[src/rtl/dcache_port_arbiter_if.sv]
// Bus bundle between the fragment control units, the port arbiter and the data cache.
// The arbiter takes the slave view; whoever drives requests and models the cache takes the master view.
interface dcache_port_arbiter_if #(
   parameter int NUM_REQ = 4,
   parameter int AW      = 32,
   parameter int DW      = 32
);
   logic [NUM_REQ-1:0]    req_valid_i;
   logic [NUM_REQ*AW-1:0] req_addr_i;
   logic [NUM_REQ*DW-1:0] req_data_i;
   logic [NUM_REQ*3-1:0]  req_op_i;
   logic [NUM_REQ-1:0]    rsp_valid_o;
   logic [DW-1:0]         rsp_data_o;
   logic [AW-1:0]         dc_addr_o;
   logic [DW-1:0]         dc_data_o;
   logic [2:0]            dc_op_o;
   logic                  dc_valid_o;
   logic [DW-1:0]         dc_data_i;
   logic                  dc_valid_i;
   logic                  busy_o;
   logic                  err_o;

   modport slave (
      input  req_valid_i, req_addr_i, req_data_i, req_op_i, dc_data_i, dc_valid_i,
      output rsp_valid_o, rsp_data_o, dc_addr_o, dc_data_o, dc_op_o, dc_valid_o, busy_o, err_o
   );

   modport master (
      output req_valid_i, req_addr_i, req_data_i, req_op_i, dc_data_i, dc_valid_i,
      input  rsp_valid_o, rsp_data_o, dc_addr_o, dc_data_o, dc_op_o, dc_valid_o, busy_o, err_o
   );
endinterface

[src/rtl/dcache_port_arbiter.sv]
// Round-robin arbiter sharing one data-cache port between NUM_REQ fragment control units.
// Request pulses are parked in per-requester slots; one cache transaction is in flight at a time,
// and a pulse arriving while the port is idle is granted in the same cycle straight from the inputs.
module dcache_port_arbiter #(
   parameter int NUM_REQ = 4,
   parameter int AW      = 32,
   parameter int DW      = 32
) (
   input  logic                 clk_i,
   input  logic                 rst_ni,
   dcache_port_arbiter_if.slave bus
);
   localparam int IDX_W = $clog2(NUM_REQ);

   typedef enum logic {IDLE, WAIT} state_t;

   state_t               state_q, state_d;
   logic [NUM_REQ-1:0]   pending_q, pending_d;
   logic [AW-1:0]        slotAddr_q [NUM_REQ];
   logic [DW-1:0]        slotData_q [NUM_REQ];
   logic [2:0]           slotOp_q   [NUM_REQ];
   logic [IDX_W-1:0]     rrPtr_q, rrPtr_d;
   logic [IDX_W-1:0]     grant_q, grant_d;
   logic                 err_q, err_d;
   logic                 busy_q, busy_d;
   logic                 dcValid_q, dcValid_d;
   logic [AW-1:0]        dcAddr_q, dcAddr_d;
   logic [DW-1:0]        dcData_q, dcData_d;
   logic [2:0]           dcOp_q, dcOp_d;
   logic [NUM_REQ-1:0]   rspValid_q, rspValid_d;
   logic [DW-1:0]        rspData_q, rspData_d;

   logic [NUM_REQ-1:0]   capture;
   logic [NUM_REQ-1:0]   eligible;
   logic                 arbFound;
   logic [IDX_W-1:0]     arbIdx;
   logic [IDX_W-1:0]     candIdx;
   logic [AW-1:0]        arbAddr;
   logic [DW-1:0]        arbData;
   logic [2:0]           arbOp;

   // A pulse is only accepted into a free slot; a pulse on an occupied slot is dropped and flagged.
   assign capture  = bus.req_valid_i & ~pending_q;
   assign eligible = pending_q | bus.req_valid_i;

   // Round-robin search from rrPtr_q and payload pick: parked slot if pending, otherwise the live input slice.
   always_comb begin
      arbFound = 1'b0;
      arbIdx   = '0;
      candIdx  = '0;
      for (int i = 0; i < NUM_REQ; i++) begin
         candIdx = IDX_W'((int'(rrPtr_q) + i) % NUM_REQ);
         if (!arbFound && eligible[candIdx]) begin
            arbFound = 1'b1;
            arbIdx   = candIdx;
         end
      end
      if (pending_q[arbIdx]) begin
         arbAddr = slotAddr_q[arbIdx];
         arbData = slotData_q[arbIdx];
         arbOp   = slotOp_q[arbIdx];
      end else begin
         arbAddr = bus.req_addr_i[AW*arbIdx +: AW];
         arbData = bus.req_data_i[DW*arbIdx +: DW];
         arbOp   = bus.req_op_i[3*arbIdx +: 3];
      end
   end

   // State register: IDLE waits for an eligible requester, WAIT holds until the cache answers.
   always_ff @(posedge clk_i or negedge rst_ni) begin
      if (!rst_ni) state_q <= IDLE;
      else         state_q <= state_d;
   end

   // Next-state logic.
   always_comb begin
      state_d = state_q;
      case (state_q)
         IDLE: if (arbFound) state_d = WAIT;
         WAIT: if (bus.dc_valid_i) state_d = IDLE;
         default: state_d = IDLE;
      endcase
   end

   // Output and bookkeeping next values: issue the cache pulse, route the response, track errors.
   always_comb begin
      pending_d  = pending_q | capture;
      rrPtr_d    = rrPtr_q;
      grant_d    = grant_q;
      dcValid_d  = 1'b0;
      dcAddr_d   = dcAddr_q;
      dcData_d   = dcData_q;
      dcOp_d     = dcOp_q;
      rspValid_d = '0;
      rspData_d  = rspData_q;
      err_d      = err_q | (|(bus.req_valid_i & pending_q));
      case (state_q)
         IDLE: begin
            if (bus.dc_valid_i) err_d = 1'b1;
            if (arbFound) begin
               grant_d   = arbIdx;
               dcValid_d = 1'b1;
               dcAddr_d  = arbAddr;
               dcData_d  = arbData;
               dcOp_d    = arbOp;
            end
         end
         WAIT: begin
            if (bus.dc_valid_i) begin
               rspData_d           = bus.dc_data_i;
               rspValid_d[grant_q] = 1'b1;
               pending_d[grant_q]  = 1'b0;
               rrPtr_d             = IDX_W'((int'(grant_q) + 1) % NUM_REQ);
            end
         end
         default: ;
      endcase
      busy_d = (state_d == WAIT) | (|pending_d);
   end

   // Registered outputs and arbitration bookkeeping.
   always_ff @(posedge clk_i or negedge rst_ni) begin
      if (!rst_ni) begin
         pending_q  <= '0;
         rrPtr_q    <= '0;
         grant_q    <= '0;
         err_q      <= 1'b0;
         busy_q     <= 1'b0;
         dcValid_q  <= 1'b0;
         dcAddr_q   <= '0;
         dcData_q   <= '0;
         dcOp_q     <= '0;
         rspValid_q <= '0;
         rspData_q  <= '0;
      end else begin
         pending_q  <= pending_d;
         rrPtr_q    <= rrPtr_d;
         grant_q    <= grant_d;
         err_q      <= err_d;
         busy_q     <= busy_d;
         dcValid_q  <= dcValid_d;
         dcAddr_q   <= dcAddr_d;
         dcData_q   <= dcData_d;
         dcOp_q     <= dcOp_d;
         rspValid_q <= rspValid_d;
         rspData_q  <= rspData_d;
      end
   end

   // Per-requester slots latch the payload of every accepted pulse, bypass grants included.
   always_ff @(posedge clk_i or negedge rst_ni) begin
      if (!rst_ni) begin
         for (int k = 0; k < NUM_REQ; k++) begin
            slotAddr_q[k] <= '0;
            slotData_q[k] <= '0;
            slotOp_q[k]   <= '0;
         end
      end else begin
         for (int k = 0; k < NUM_REQ; k++) begin
            if (capture[k]) begin
               slotAddr_q[k] <= bus.req_addr_i[AW*k +: AW];
               slotData_q[k] <= bus.req_data_i[DW*k +: DW];
               slotOp_q[k]   <= bus.req_op_i[3*k +: 3];
            end
         end
      end
   end

   assign bus.rsp_valid_o = rspValid_q;
   assign bus.rsp_data_o  = rspData_q;
   assign bus.dc_addr_o   = dcAddr_q;
   assign bus.dc_data_o   = dcData_q;
   assign bus.dc_op_o     = dcOp_q;
   assign bus.dc_valid_o  = dcValid_q;
   assign bus.busy_o      = busy_q;
   assign bus.err_o       = err_q;
endmodule

[src/flat_wrapper.sv]
// flat-port wrapper written by rule: the top's interface ports become plain ports
module dcache_port_arbiter_flat 
#(
   parameter int NUM_REQ = 4,
   parameter int AW      = 32,
   parameter int DW      = 32
)
  (clk_i, rst_ni, bus_req_valid_i, bus_req_addr_i, bus_req_data_i, bus_req_op_i, bus_dc_data_i, bus_dc_valid_i, bus_rsp_valid_o, bus_rsp_data_o, bus_dc_addr_o, bus_dc_data_o, bus_dc_op_o, bus_dc_valid_o, bus_busy_o, bus_err_o);
  dcache_port_arbiter_if #(.NUM_REQ(NUM_REQ), .AW(AW), .DW(DW)) bus_i ();
  input  logic clk_i;
  input  logic rst_ni;
  input wire logic [$bits(bus_i.req_valid_i)-1:0] bus_req_valid_i;
  input wire logic [$bits(bus_i.req_addr_i)-1:0] bus_req_addr_i;
  input wire logic [$bits(bus_i.req_data_i)-1:0] bus_req_data_i;
  input wire logic [$bits(bus_i.req_op_i)-1:0] bus_req_op_i;
  input wire logic [$bits(bus_i.dc_data_i)-1:0] bus_dc_data_i;
  input wire logic [$bits(bus_i.dc_valid_i)-1:0] bus_dc_valid_i;
  output wire logic [$bits(bus_i.rsp_valid_o)-1:0] bus_rsp_valid_o;
  output wire logic [$bits(bus_i.rsp_data_o)-1:0] bus_rsp_data_o;
  output wire logic [$bits(bus_i.dc_addr_o)-1:0] bus_dc_addr_o;
  output wire logic [$bits(bus_i.dc_data_o)-1:0] bus_dc_data_o;
  output wire logic [$bits(bus_i.dc_op_o)-1:0] bus_dc_op_o;
  output wire logic [$bits(bus_i.dc_valid_o)-1:0] bus_dc_valid_o;
  output wire logic [$bits(bus_i.busy_o)-1:0] bus_busy_o;
  output wire logic [$bits(bus_i.err_o)-1:0] bus_err_o;
  assign bus_i.req_valid_i = bus_req_valid_i;
  assign bus_i.req_addr_i = bus_req_addr_i;
  assign bus_i.req_data_i = bus_req_data_i;
  assign bus_i.req_op_i = bus_req_op_i;
  assign bus_i.dc_data_i = bus_dc_data_i;
  assign bus_i.dc_valid_i = bus_dc_valid_i;
  assign bus_rsp_valid_o = bus_i.rsp_valid_o;
  assign bus_rsp_data_o = bus_i.rsp_data_o;
  assign bus_dc_addr_o = bus_i.dc_addr_o;
  assign bus_dc_data_o = bus_i.dc_data_o;
  assign bus_dc_op_o = bus_i.dc_op_o;
  assign bus_dc_valid_o = bus_i.dc_valid_o;
  assign bus_busy_o = bus_i.busy_o;
  assign bus_err_o = bus_i.err_o;
  dcache_port_arbiter #(.NUM_REQ(NUM_REQ), .AW(AW), .DW(DW)) u_core (.clk_i(clk_i), .rst_ni(rst_ni), .bus(bus_i));
endmodule
[config.mk]
export PLATFORM = sky130hd
export DESIGN_NAME = dcache_port_arbiter_flat
export DESIGN_NICKNAME = d
export VERILOG_FILES = /design/src/rtl/dcache_port_arbiter_if.sv /design/src/rtl/dcache_port_arbiter.sv /design/src/flat_wrapper.sv
export SDC_FILE = /design/constraint.sdc
export NUM_CORES = 1
export LEC_CHECK = 0
export ABC_CLOCK_PERIOD_IN_PS = 3010
export BUFFER_PORTS_ARGS = -buffer_cell sky130_fd_sc_hd__buf_2
export CAP_MARGIN = 20
export CORE_ASPECT_RATIO = 0.9
export CORE_MARGIN = 10
export CORE_UTILIZATION = 50
export DETAILED_ROUTE_END_ITERATION = 7
export HOLD_SLACK_MARGIN = 0.1
export PLACE_DENSITY_LB_ADDON = 0.15
export SLEW_MARGIN = 20
export SYNTH_ARGS = -nofsm -noshare
export SYNTH_HDL_FRONTEND = slang
export SYNTH_SLANG_ARGS = --single-unit
export TNS_END_PERCENT = 100
[constraint.sdc]
create_clock -name clk_i -period 3.01 [get_ports clk_i]
set_clock_uncertainty 0.05 [all_clocks]
set_input_delay 0.602 -clock clk_i [delete_from_list [all_inputs] [get_ports clk_i]]
set_output_delay 0.602 -clock clk_i [all_outputs]
set_load 0.05 [all_outputs]
# Yosys cells after proc, flatten, opt, wreduce, memory -nomap -nowiden
# Index checks and enable logic that the tools add are counted.
# word_totals
regBits	383
out_inout_bits	106
# op_classes
mul	1
bitwise_logic	11
reduce_logical	11
magnitude_cmp	8
shifts	3
addsub	4
mux	42
# op_table
op	n
128-bit by 8-bit indexed part select with 32-bit output	2
32-bit 2-to-1 mux	6
32-bit binary-select mux with 2-bit select	2
2-bit by 3-bit < comparator with 1-bit output (second input constant)	6
4-bit 2-to-1 mux	4
1-bit 2-to-1 mux	15
4-bit AND	3
12-bit by 5-bit indexed part select with 3-bit output	1
1-bit binary-select mux with 2-bit select	5
3-bit 2-to-1 mux	3
2-bit 2-to-1 mux	4
4-bit inverter	2
4-bit OR	2
4-bit OR reduction	2
3-bit binary-select mux with 2-bit select	1
2-bit by 1-bit adder with 2-bit output (second input constant)	2
2-bit adder (second input constant)	2
1-bit logical AND	4
2-bit by 2-bit multiplier with 4-bit output (first input constant)	1
2-bit AND reduction	2
3-bit >= comparator (second input constant)	1
1-bit zero test	3
2-bit inverter with 3-bit output	1
1-bit demux with 2-bit select	1
other kinds (4)	5

# Longest topological paths before layout
# depth
ltp_word	18
depth_mapped	12
ltp_nobuf	7

# Worst setup path after synthesis
# No wires, ideal clock.
# synth_path
path_kind	input port to flip-flop
startpoint	in bus_req_valid_i[3]
endpoint	reg u_core.dcAddr_q[10], in the netlist u_core.bus.dc_addr_o[10]
n_path_buf	4
arrival_time_ns	2.331
path_slack_ns	0.547
cell_stages	11
setup_ns	0.082
required_time_ns	2.878
path_cell_list	or2_2 a311o_1 and2_1 buf_4 a21oi_1 a22o_1 buf_6 buf_6 buf_6 nand2_1 a31oi_1
# synth_between
elab_chain_cells	18
# synth_rtl
item	line	rtl
start: declaration	flat_wrapper.sv:12	input wire logic [$bits(bus_i.req_valid_i)-1:0] bus_req_valid_i;
4-bit OR *	dcache_port_arbiter.sv:44	assign eligible = pending_q | bus.req_valid_i;
branches (longest 17 deep; another with 1-bit binary-select mux with 2-bit select)	n/a	
end signal: assignment	dcache_port_arbiter.sv:142	dcAddr_q <= dcAddr_d;
end: declaration	dcache_port_arbiter.sv:27	logic [AW-1:0] dcAddr_q, dcAddr_d;
# Mark *: on every way between the ends. The select of a mux whose other input is x is not followed.
# A chain may end at the register's enable or synchronous reset.

# Worst setup path in the final report
# layout_path
startpoint	reg u_core.pending_q[2]
endpoint	reg u_core.dcData_q[1], in the netlist u_core.bus.dc_data_o[1]
# layout_between
elab_chain_cells	18
# layout_rtl
item	line	rtl
start: declaration	dcache_port_arbiter.sv:18	logic [NUM_REQ-1:0] pending_q, pending_d;
start signal: assignment	dcache_port_arbiter.sv:136	pending_q <= pending_d;
branches (longest 18 deep; another with 4-bit OR)	n/a	
end signal: assignment	dcache_port_arbiter.sv:143	dcData_q <= dcData_d;
end: declaration	dcache_port_arbiter.sv:28	logic [DW-1:0] dcData_q, dcData_d;
# Several ways; the timed one is not identified. The select of a mux whose other input is x is not followed.

==> impl_metrics.ini <==
[worst_setup_path]
max_stage_delay_ns = 0.53
r2r-start = u_core.pending_q[2]
cp-end-kind = flop
crit_buf_inv = 1
crit_slowest_cell = a2111oi_2
criticalPathCategory = flop to flop
worstPathCellList = or2_1, a2111oi_2, a41o_4, a21oi_1, a22o_4, buf_12, a221o_1, a31oi_1
cp-startpoint = u_core.pending_q[2]
cp.arrival_ns = 3.11
cp.required_ns = 3.40
crit_fanout = 70
crit_family = compound AO/OA/AOI/OAI gates
start_kind = flop

[timing]
final.min_clock_period_ns = 2.72
setup_viol = 0
clock.fmax_mhz = 368
timing.final.hold_violations = 0
slew-limit-headroom_pct = 63.0
rsz0062_at_grt = false
slew_violations = 0
period_share_pct = 90.4
tightest_slew_ns = 0.555

[power_and_ir_drop]
p_seq_share_pct = 32.0
clockPowerShare_pct = 18.7
p_per_area_nw_per_um2 = 1230
total_power_mw = 27.9
combPwrFrac_pct = 49.4
ir_drop_mv = 1.02
leakage_nw = 10.4
p_sw_mw = 11.6
switching_share_pct = 41.6
p_int_mw = 16.3

[cts]
numCtsBuffers = 42
insertion_delay_ns = 0.55
root_buffer = clkbuf_16
cts.sink_count = 383
clkTransAtPathRegs_ns = 0.06
clockBufferDepth = 3
cts.htree.levels = 2
cts_tree = done

[layout]
nets = 2431
drive_gt1_share_pct = 39.0
multi_input_area_um2 = 8320
nFillCells = 3010
seqCellArea_um2 = 9580
area_delta_synth_final_pct = 22.3
final_cells = 2630

[die]
die_x_um = 223
fp-row-count = 66
initial_core_util_pct = 51.0
die_area_um2 = 45200
core_region_area_um2 = 36300
die_h_um = 203
ios = 413

[placement]
place_hpwl_um = 38500
numPortBuffers = 412
dp_cells = 2551
finalWeightedCongestion = 0.844

[logic_synthesis]
syn_inst = 1767
synth_nets = 2078
syn-cell-area_um2 = 18500
synth_cell_types = 38
postSynthAreaPerCell_um2 = 10.5
synth.ff_latch_count = 383
yosys_warnings = 0
synth_seq_area_share_pct = 51.7

[route]
wl_per_cell_um = 21.6
wirelength_um = 56800
routed_via_density = 5.85
route.detailed.drc = 0
drt_iter0_markers = 1409
vias = 15394
antenna_left = 0
dr.pass1.iters = 5

[hold_path]
worstHoldStart = bus_dc_data_i[31]
hold_path_class = primary input to flop

[global_routing]
grt_use_total_pct = 24.2
grt_pass1_wl_um = 89100
antenna_found_initial = 11
grt_max_degree = 107
grt_pass1_vias = 15886
grt_overflow = 0

[run_status]
status = finished, final reports clean

[flow_run]
drv_cap = 0
-- cells in the final DEF, fill, tap and decap left out, types with 2 or more instances in the layout --
cell       instances
inv_1              3
ha_1               4
a221o_1           67
a31oi_1           67
nor2_1            75
and3_1             4
buf_2            411
nand2b_1           2
inv_6              2
o21ai_0            6
clkbuf_1           7
a21oi_1          271
dfrtp_1          383
clkinv_2           5
diode_2            7
bufinv_16          3
buf_4             20
buf_12            26
clkbuf_16         43
nand3_1            2
mux2_2           301
nand2b_4           4
nand2_1          341
a22oi_1           68
clkbuf_8          11
-- path summary, 6_finish.rpt --
path	slack (ns)	endpoint	cells past startpoint
hold / removal	0.23	u_core.bus.rsp_data_o[31]	2
hold reg to reg	0.45	u_core.bus.rsp_data_o[9]	1
min in group asynchronous	0.54	u_core.bus.rsp_data_o[7]	2
max in group asynchronous	1.49	u_core.bus.rsp_data_o[18]	4
setup reg to reg	0.29	u_core.bus.dc_data_o[1]	8
setup / recovery	0.29	u_core.bus.dc_data_o[1]	8
-- area by class of cell --
class                      instances  area share (%)
clock buffer                      61            5.53
timing repair buffer             459            12.1
tap                              476            2.63
antenna                            7          0.0773
inverter                           3          0.0497
clock inverter                    10           0.585
multi-input combinational       1231            36.7
sequential                       383            42.3
-- logic make-up after synthesis --
logic type / count (synthesis) / synth area share, %
flip-flops: 383 / 51.7
AO/OA/AOI/OAI: 490 / 16.7
AND/OR/NAND/NOR: 436 / 9.13
adder cells (fa/ha/maj): 4 / 0.270
buffers and inverters: 153 / 3.90
multiplexers: 301 / 18.3
-- synthesized netlist by cell type (all sizes together) --
library cell / number / area (µm²)
a2111oi: 1 / 15.0
a21oi: 271 / 1360
a221o: 67 / 671
a221oi: 1 / 8.76
a22o: 1 / 8.76
a22oi: 68 / 510
a311o: 1 / 10.0
a31oi: 68 / 425
a41o: 1 / 10.0
a41oi: 1 / 16.3
and2: 1 / 6.26
and3: 4 / 25.0
buf: 44 / 312
clkbuf: 106 / 399
dfrtp: 383 / 9580
ha: 4 / 50.1
inv: 3 / 11.3
mux2: 301 / 3390
nand2: 342 / 1290
nand2b: 6 / 37.5
nand3: 2 / 10.0
nor2: 75 / 282
nor2b: 1 / 6.26
nor3b: 1 / 7.51
nor4: 2 / 18.8
o21a: 1 / 7.51
o21ai: 6 / 30.0
o21ba: 2 / 20.0
o31ai: 1 / 7.51
or2: 2 / 12.5
-- flip-flops by register name, indices dropped and copies added (netlist names), 2 cells and up --
name / cells
u_core.bus.dc_data_o: 32
u_core.grant_q: 2
u_core.slotOp_q: 12
u_core.slotAddr_q: 128
u_core.bus.dc_op_o: 3
u_core.rrPtr_q: 2
u_core.bus.dc_addr_o: 32
u_core.bus.rsp_valid_o: 4
u_core.pending_q: 4
u_core.bus.rsp_data_o: 32
u_core.slotData_q: 128
-- worst register-to-register path, stage by stage (launching register included) --
cell and delay (ns):
dfrtp_1 0.44, or2_1 0.29, a2111oi_2 0.53, a41o_4 0.24
a21oi_1 0.07, a22o_4 0.26, buf_12 0.19, a221o_1 0.38
a31oi_1 0.16
-- power by group through the flow --
| stage | Combinational, mW | Sequential [mW] | Clock (mW) |
|---|---|---|---|
| finish | 13.8 | 8.92 | 5.21 |
| global route | 15.1 | 9.16 | 5.51 |
| floorplan | 8.83 | 10.4 | 0 |
| detailed placement | 13.8 | 8.94 | 0 |
| global placement | 13.5 | 8.85 | 0 |
| CTS | 13.8 | 8.87 | 5.30 |
-- what timing repair did --
action                    in CTS  in global routing
hold buffers                   1                  0
hold endpoints to repair      49                  0
setup buffers                  0                  0
resized for setup              0                  0
-- through the flow --
| step | utilization, % | setup TNS [ns] | hold WS (ns) | area, µm² | worst slack (ns) |
|---|---|---|---|---|---|
| detailed placement | 58.5 | -0.00803 | 0.425 | 21300 | -0.00803 |
| floorplan | - | 0 | 0.256 | 18500 | 0.547 |
| global placement | 58.5 | 0 | 0.422 | 21300 | 0.118 |
| CTS | 62.3 | 0 | 0.204 | 22700 | 0.307 |
| global route | 62.4 | 0 | 0.217 | 22700 | 0.159 |
| finish | 62.4 | 0 | 0.232 | 22700 | 0.289 |
-- routing by layer --
metal  routed length (µm)  vias up  global-route usage, %
li1                     -     7056                      -
met2                27600      548                   39.3
met4                  987        8                   6.41
met3                 4410       85                   6.03
met1                23800     7697                   31.6
met5                   57        -                      0
Note: power is estimated with default switching activity, not from simulation.
